$ cat config.mk
export PLATFORM = sky130hd
export DESIGN_NAME = stopwatch_counter
export DESIGN_NICKNAME = d
export VERILOG_FILES = /design/src/rtl/stopwatch_pkg.sv /design/src/rtl/bcd_digit_step.sv /design/src/rtl/stopwatch_counter.sv
export SDC_FILE = /design/constraint.sdc
export NUM_CORES = 1
export LEC_CHECK = 0
export CAP_MARGIN = 20
export CORE_ASPECT_RATIO = 1.25
export CORE_MARGIN = 3
export CORE_UTILIZATION = 47
export DETAILED_ROUTE_END_ITERATION = 10
export PLACE_DENSITY = 0.83
export SYNTH_ARGS = -nofsm -noshare
export SYNTH_HDL_FRONTEND = slang
export SYNTH_SLANG_ARGS = --single-unit
$ cat constraint.sdc
create_clock -name clk -period 2.35 [get_ports clk]
set_clock_uncertainty 0.05 [all_clocks]
set_input_delay 0.47 -clock clk [delete_from_list [all_inputs] [get_ports clk]]
set_output_delay 0.47 -clock clk [all_outputs]
set_load 0.05 [all_outputs]
$ cat src/rtl/stopwatch_pkg.sv
// stopwatch_pkg: shared mode/state encodings and the per-digit clamp helper
// for the BCD stopwatch counter.
`default_nettype none

package stopwatch_pkg;

  typedef enum logic [1:0] {
    MODE_UP_ZERO = 2'b00,
    MODE_UP_INIT = 2'b01,
    MODE_DN_NINE = 2'b10,
    MODE_DN_INIT = 2'b11
  } mode_t;

  typedef enum logic [1:0] {
    ST_IDLE = 2'd0,
    ST_RUN  = 2'd1,
    ST_DONE = 2'd2
  } state_t;

  function automatic logic [3:0] clamp_digit(input logic [3:0] d);
    return (d > 4'd9) ? 4'd9 : d;
  endfunction

endpackage

`default_nettype wire

$ cat src/rtl/bcd_digit_step.sv
// bcd_digit_step: one BCD digit of the ripple counter; steps up or down by one
// when cin is set and signals carry/borrow on rollover.
`default_nettype none

module bcd_digit_step (
  input  logic [3:0] digit,
  input  logic       dir,
  input  logic       cin,
  output logic [3:0] next,
  output logic       cout
);

  // dir = 0 counts up, dir = 1 counts down
  always_comb begin
    next = digit;
    cout = 1'b0;
    if (cin) begin
      if (!dir) begin
        if (digit >= 4'd9) begin
          next = 4'd0;
          cout = 1'b1;
        end else begin
          next = digit + 4'd1;
        end
      end else begin
        if (digit == 4'd0) begin
          next = 4'd9;
          cout = 1'b1;
        end else begin
          next = digit - 4'd1;
        end
      end
    end
  end

endmodule

`default_nettype wire

$ cat src/rtl/stopwatch_counter.sv
// stopwatch_counter: loadable up/down packed-BCD stopwatch with IDLE/RUN/DONE
// control, driven by an external tick timebase.
`default_nettype none

module stopwatch_counter #(
  parameter int DIGITS = 4,
  parameter int W      = 4 * DIGITS
) (
  input  logic         clk,
  input  logic         rst,
  input  logic [1:0]   mode,
  input  logic [W-1:0] init_bcd,
  input  logic         load,
  input  logic         start,
  input  logic         stop,
  input  logic         tick,
  output logic [W-1:0] count_bcd,
  output logic         running,
  output logic         done
);

  import stopwatch_pkg::*;

  state_t       state;
  mode_t        mode_q;
  logic         dir;
  logic [DIGITS:0] carry;
  logic [W-1:0] step_bcd;
  logic [W-1:0] preset;
  logic         wrap;
  logic         next_term;

  assign dir      = (mode_q == MODE_DN_NINE) || (mode_q == MODE_DN_INIT);
  assign carry[0] = 1'b1;

  generate
    for (genvar i = 0; i < DIGITS; i++) begin : g_digit
      bcd_digit_step u_step (
        .digit (count_bcd[4*i +: 4]),
        .dir   (dir),
        .cin   (carry[i]),
        .next  (step_bcd[4*i +: 4]),
        .cout  (carry[i+1])
      );
    end
  endgenerate

  // A ripple out of the top digit means the current count is already terminal.
  assign wrap = carry[DIGITS];

  always_comb begin
    next_term = 1'b1;
    for (int i = 0; i < DIGITS; i++) begin
      if (step_bcd[4*i +: 4] != (dir ? 4'd0 : 4'd9)) next_term = 1'b0;
    end
  end

  always_comb begin
    preset = '0;
    case (mode)
      MODE_UP_ZERO: preset = '0;
      MODE_DN_NINE: for (int i = 0; i < DIGITS; i++) preset[4*i +: 4] = 4'd9;
      default:      for (int i = 0; i < DIGITS; i++) preset[4*i +: 4] = clamp_digit(init_bcd[4*i +: 4]);
    endcase
  end

  always_ff @(posedge clk or posedge rst) begin
    if (rst) begin
      state     <= ST_IDLE;
      count_bcd <= '0;
      mode_q    <= MODE_UP_ZERO;
    end else if (load) begin
      state     <= ST_IDLE;
      count_bcd <= preset;
      mode_q    <= mode_t'(mode);
    end else begin
      case (state)
        ST_IDLE: if (start && !stop) state <= ST_RUN;
        ST_RUN: begin
          if (stop) begin
            state <= ST_IDLE;
          end else if (tick) begin
            if (wrap) begin
              state <= ST_DONE;
            end else begin
              count_bcd <= step_bcd;
              if (next_term) state <= ST_DONE;
            end
          end
        end
        ST_DONE: state <= ST_DONE;
        default: state <= ST_IDLE;
      endcase
    end
  end

  assign running = (state == ST_RUN);
  assign done    = (state == ST_DONE);

endmodule

`default_nettype wire

==> run metrics <==
outcome=finished with violations; violated checks=setup timing; Diodes inserted=0; share of cells above drive strength 1=36.8%; width of the die=65.6 µm; post-route insts no fill=442; CP peak stage delay=0.44 ns; main combinational cell family by area after synthesis=compound AO/OA/AOI/OAI gates; Most used DFF post-synth=dfrtp_1; area grow syn2layout=61.9%; crit-path leading delay family=compound AO/OA/AOI/OAI gates; Hold Buf Count CTS=0; final worst slack=-0.293 ns; gp weighted congestion=0.926; Die H=80.5 µm; sw power=0.740 mW; setup_tns=-2.07 ns; layout filler cell count=254; WL/cell=19.3 µm; top-count cell post-synth=o21ai_0; Post-Synth XOR/XNOR Area=0%; drt pass-1 iters=6; CP Data Arrival Time=2.75 ns; Rows=26; #FFs+latches synth=19; mux share of post-synthesis cell area=3.42%; Skew-Pair Late Insertion Delay=0.28 ns; vias in the first global route=2529; ys async rst share=100%; max-cap viol count=0; Crit path required time=2.45 ns; Cell Int Power=0.925 mW; Routed Antenna Nets=0; Total GRT Usage=28.6%; CTS sink cnt=19; initial antenna violation count=0; Slowest-stage cell, CP=dfrtp_2; Post-Place Cells=424; final worst-path cycle share=112%; Worst setup SP type=flip-flop; final WL=8.52 mm; largest area contributor in the netlist=dfrtp_1; sequential area share after synthesis=22.8%; Synth Area in Adders=7.80%; Clock Pin Slew Worst Setup and Hold Paths=0.09 ns; maximum VDD drop=0.348 mV; Core Area=0.00420 mm²; Cells after Synth=280; Slew Viols, Final=0; Syn. warnings=0; Post-Synth Simple-Gate Area=25.6%; Final #Nets=424; Seq pwr share=24.8%; Yosys top cell area share=22.8%; CTS Buf Count=3; num ports=42; Synth top cells by count=34 x o21ai_0, 33 x nor2_1, 30 x a21oi_1, 25 x nand2_1, 20 x inv_1; first-pass GRT wire length=11.7 mm; Synth Area in Compound Gates=33.7%; Least-Margin Pin Slew=0.523 ns; syn_area_per_cell=7.44 µm²; slew margin rel.=65.1%; PwrDens=494 mW/mm²; worst-case clock buffer depth=2; Worst Path Max Fanout=4; top post-synthesis cells by area=dfrtp_1 23%, o21ai_0 8.2%, ha_1 7.8%; Worst Hold Class=input port to async pin; Initial Util=49.7%; routed vias/inst=6.44; RSZ-0062 raised after global routing=yes; minimum clock period=2.64 ns; final setup fails=18; crit path cell chain=inv_2, ha_4, or3b_4, a21o_4, and2_4, buf_6, o211ai_1, a41oi_2, a311o_1; # port buffers=41; WS Path Type=flip-flop to flip-flop; clock power share=15.4%; DRT iter0 DRCs=354; H-tree depth=1; largest net degree at the start of global routing=23; Sw Ratio=44.5%; Pwr Total=1.67 mW; number of synthesized flops with an enable pin=0; gr ovfl total=0; Remaining DRCs=0; CTS tree=yes; Clock Tree Root=clkbuf_8; Hold Fails Final Rpt=0; Mapped Area=0.00208 mm²; CP Capture Type=flip-flop; Die ar.=0.00528 mm²; Setup WS pre-CTS=-0.287 ns; routed vias=2847; Syn Nets=317; Logic pwr share=59.8%; post-synthesis cell type count=62; Max Fclk=378 MHz; DP Wirelength=5.08 mm; Worst Path Buf+Inv=2; leak pwr=1.42 nW
power by group through the flow:
| stage | Sequential (mW) | Combinational, mW | Clock, mW |
|---|---|---|---|
| after global routing | 0.419 | 1.05 | 0.267 |
| after floorplan | 0.514 | 0.395 | 0 |
| after CTS | 0.406 | 0.899 | 0.257 |
| final | 0.414 | 0.996 | 0.256 |
| after global placement | 0.411 | 0.827 | 0 |
| after detailed placement | 0.413 | 0.848 | 0 |
kinds of logic after synthesis:
logic type / count (synthesis)
AOI/OAI and AO/OA: 107
and+or+nand+nor: 101
buffers and inverters: 33
DFF: 19
adders and majority gates: 13
muxes: 7
path summary, 6_finish.rpt:
kind / from / to / slack (ns) / cells past startpoint
max in group asynchronous: rst / count_bcd[8]$_DFFE_PP0P_ / 1.52 / 3
max reg2reg: count_bcd[4]$_DFFE_PP0P_ / state[0]$_DFFE_PP0P_ / -0.29 / 9
min in group clk: state[0]$_DFFE_PP0P_ / state[1]$_DFFE_PP0P_ / 0.61 / 3
min reg2reg: state[0]$_DFFE_PP0P_ / state[1]$_DFFE_PP0P_ / 0.61 / 3
max: count_bcd[4]$_DFFE_PP0P_ / state[0]$_DFFE_PP0P_ / -0.29 / 9
min: rst / count_bcd[2]$_DFFE_PP0P_ / 0.47 / 3
cells in the final DEF (no fill, tap or decap), types with 4 or more instances in the layout:
cell / count
nand2_1: 23
dfrtp_2: 9
mux2i_1: 6
dfrtp_1: 10
clkdlybuf4s50_1: 41
nand2b_1: 6
o21ai_1: 6
nor3_1: 5
buf_6: 6
o21ai_2: 5
inv_1: 15
buf_4: 66
ha_1: 8
a21oi_1: 24
nand3_1: 4
o21ai_0: 23
a311o_1: 4
a21oi_2: 6
nor2_1: 30
registers in the layout, summed over array words and instances, names as in the netlist:
signal     count
mode_q         1
count_bcd     16
state          2
cell type report:
| class | instances | area, µm² | area share, % |
|---|---|---|---|
| inverter | 20 | 80.1 | 2.37 |
| multi-input combinational | 228 | 1670 | 49.6 |
| clock buffer | 4 | 45.0 | 1.33 |
| timing repair buffer | 115 | 1020 | 30.2 |
| tap | 56 | 70.1 | 2.08 |
| sequential | 19 | 487 | 14.4 |
metal layers:
layer  vias to the layer above  share of wire (%)  GRT usage (%)
met5                         -                  0              0
met4                         0                7.0           15.6
met3                        73                9.1           2.80
met2                       223                 46           47.8
met1                      1314                 37           35.6
li1                       1237                  -              -
worst register-to-register path: cells and delay by family, from the launching register on:
| family | cells | cell delay, ns |
|---|---|---|
| flops | 1 | 0.44 |
| fa+ha+maj | 1 | 0.12 |
| buf+inv | 2 | 0.20 |
| compound gates | 4 | 1.14 |
| simple gates | 2 | 0.58 |
repair_timing:
action / 4_1_cts / 5_1_grt
buffers inserted: 8 / 5
pin swaps: 9 / 16
cloned: 0 / 1
setup endpoints to repair: 15 / 18
resized for setup: 19 / 33
through the flow:
step,instance area (µm²),util [%],hold WS [ns]
6_report,3370,80.4,0.469
5_1_grt,3370,80.4,0.504
4_1_cts,3220,76.7,0.472
3_5_place_dp,3030,72.3,0.567
3_3_place_gp,3030,72.3,0.543
2_1_floorplan,2160,-,0.371
No activity file was read; power rests on OpenSTA's default activity.
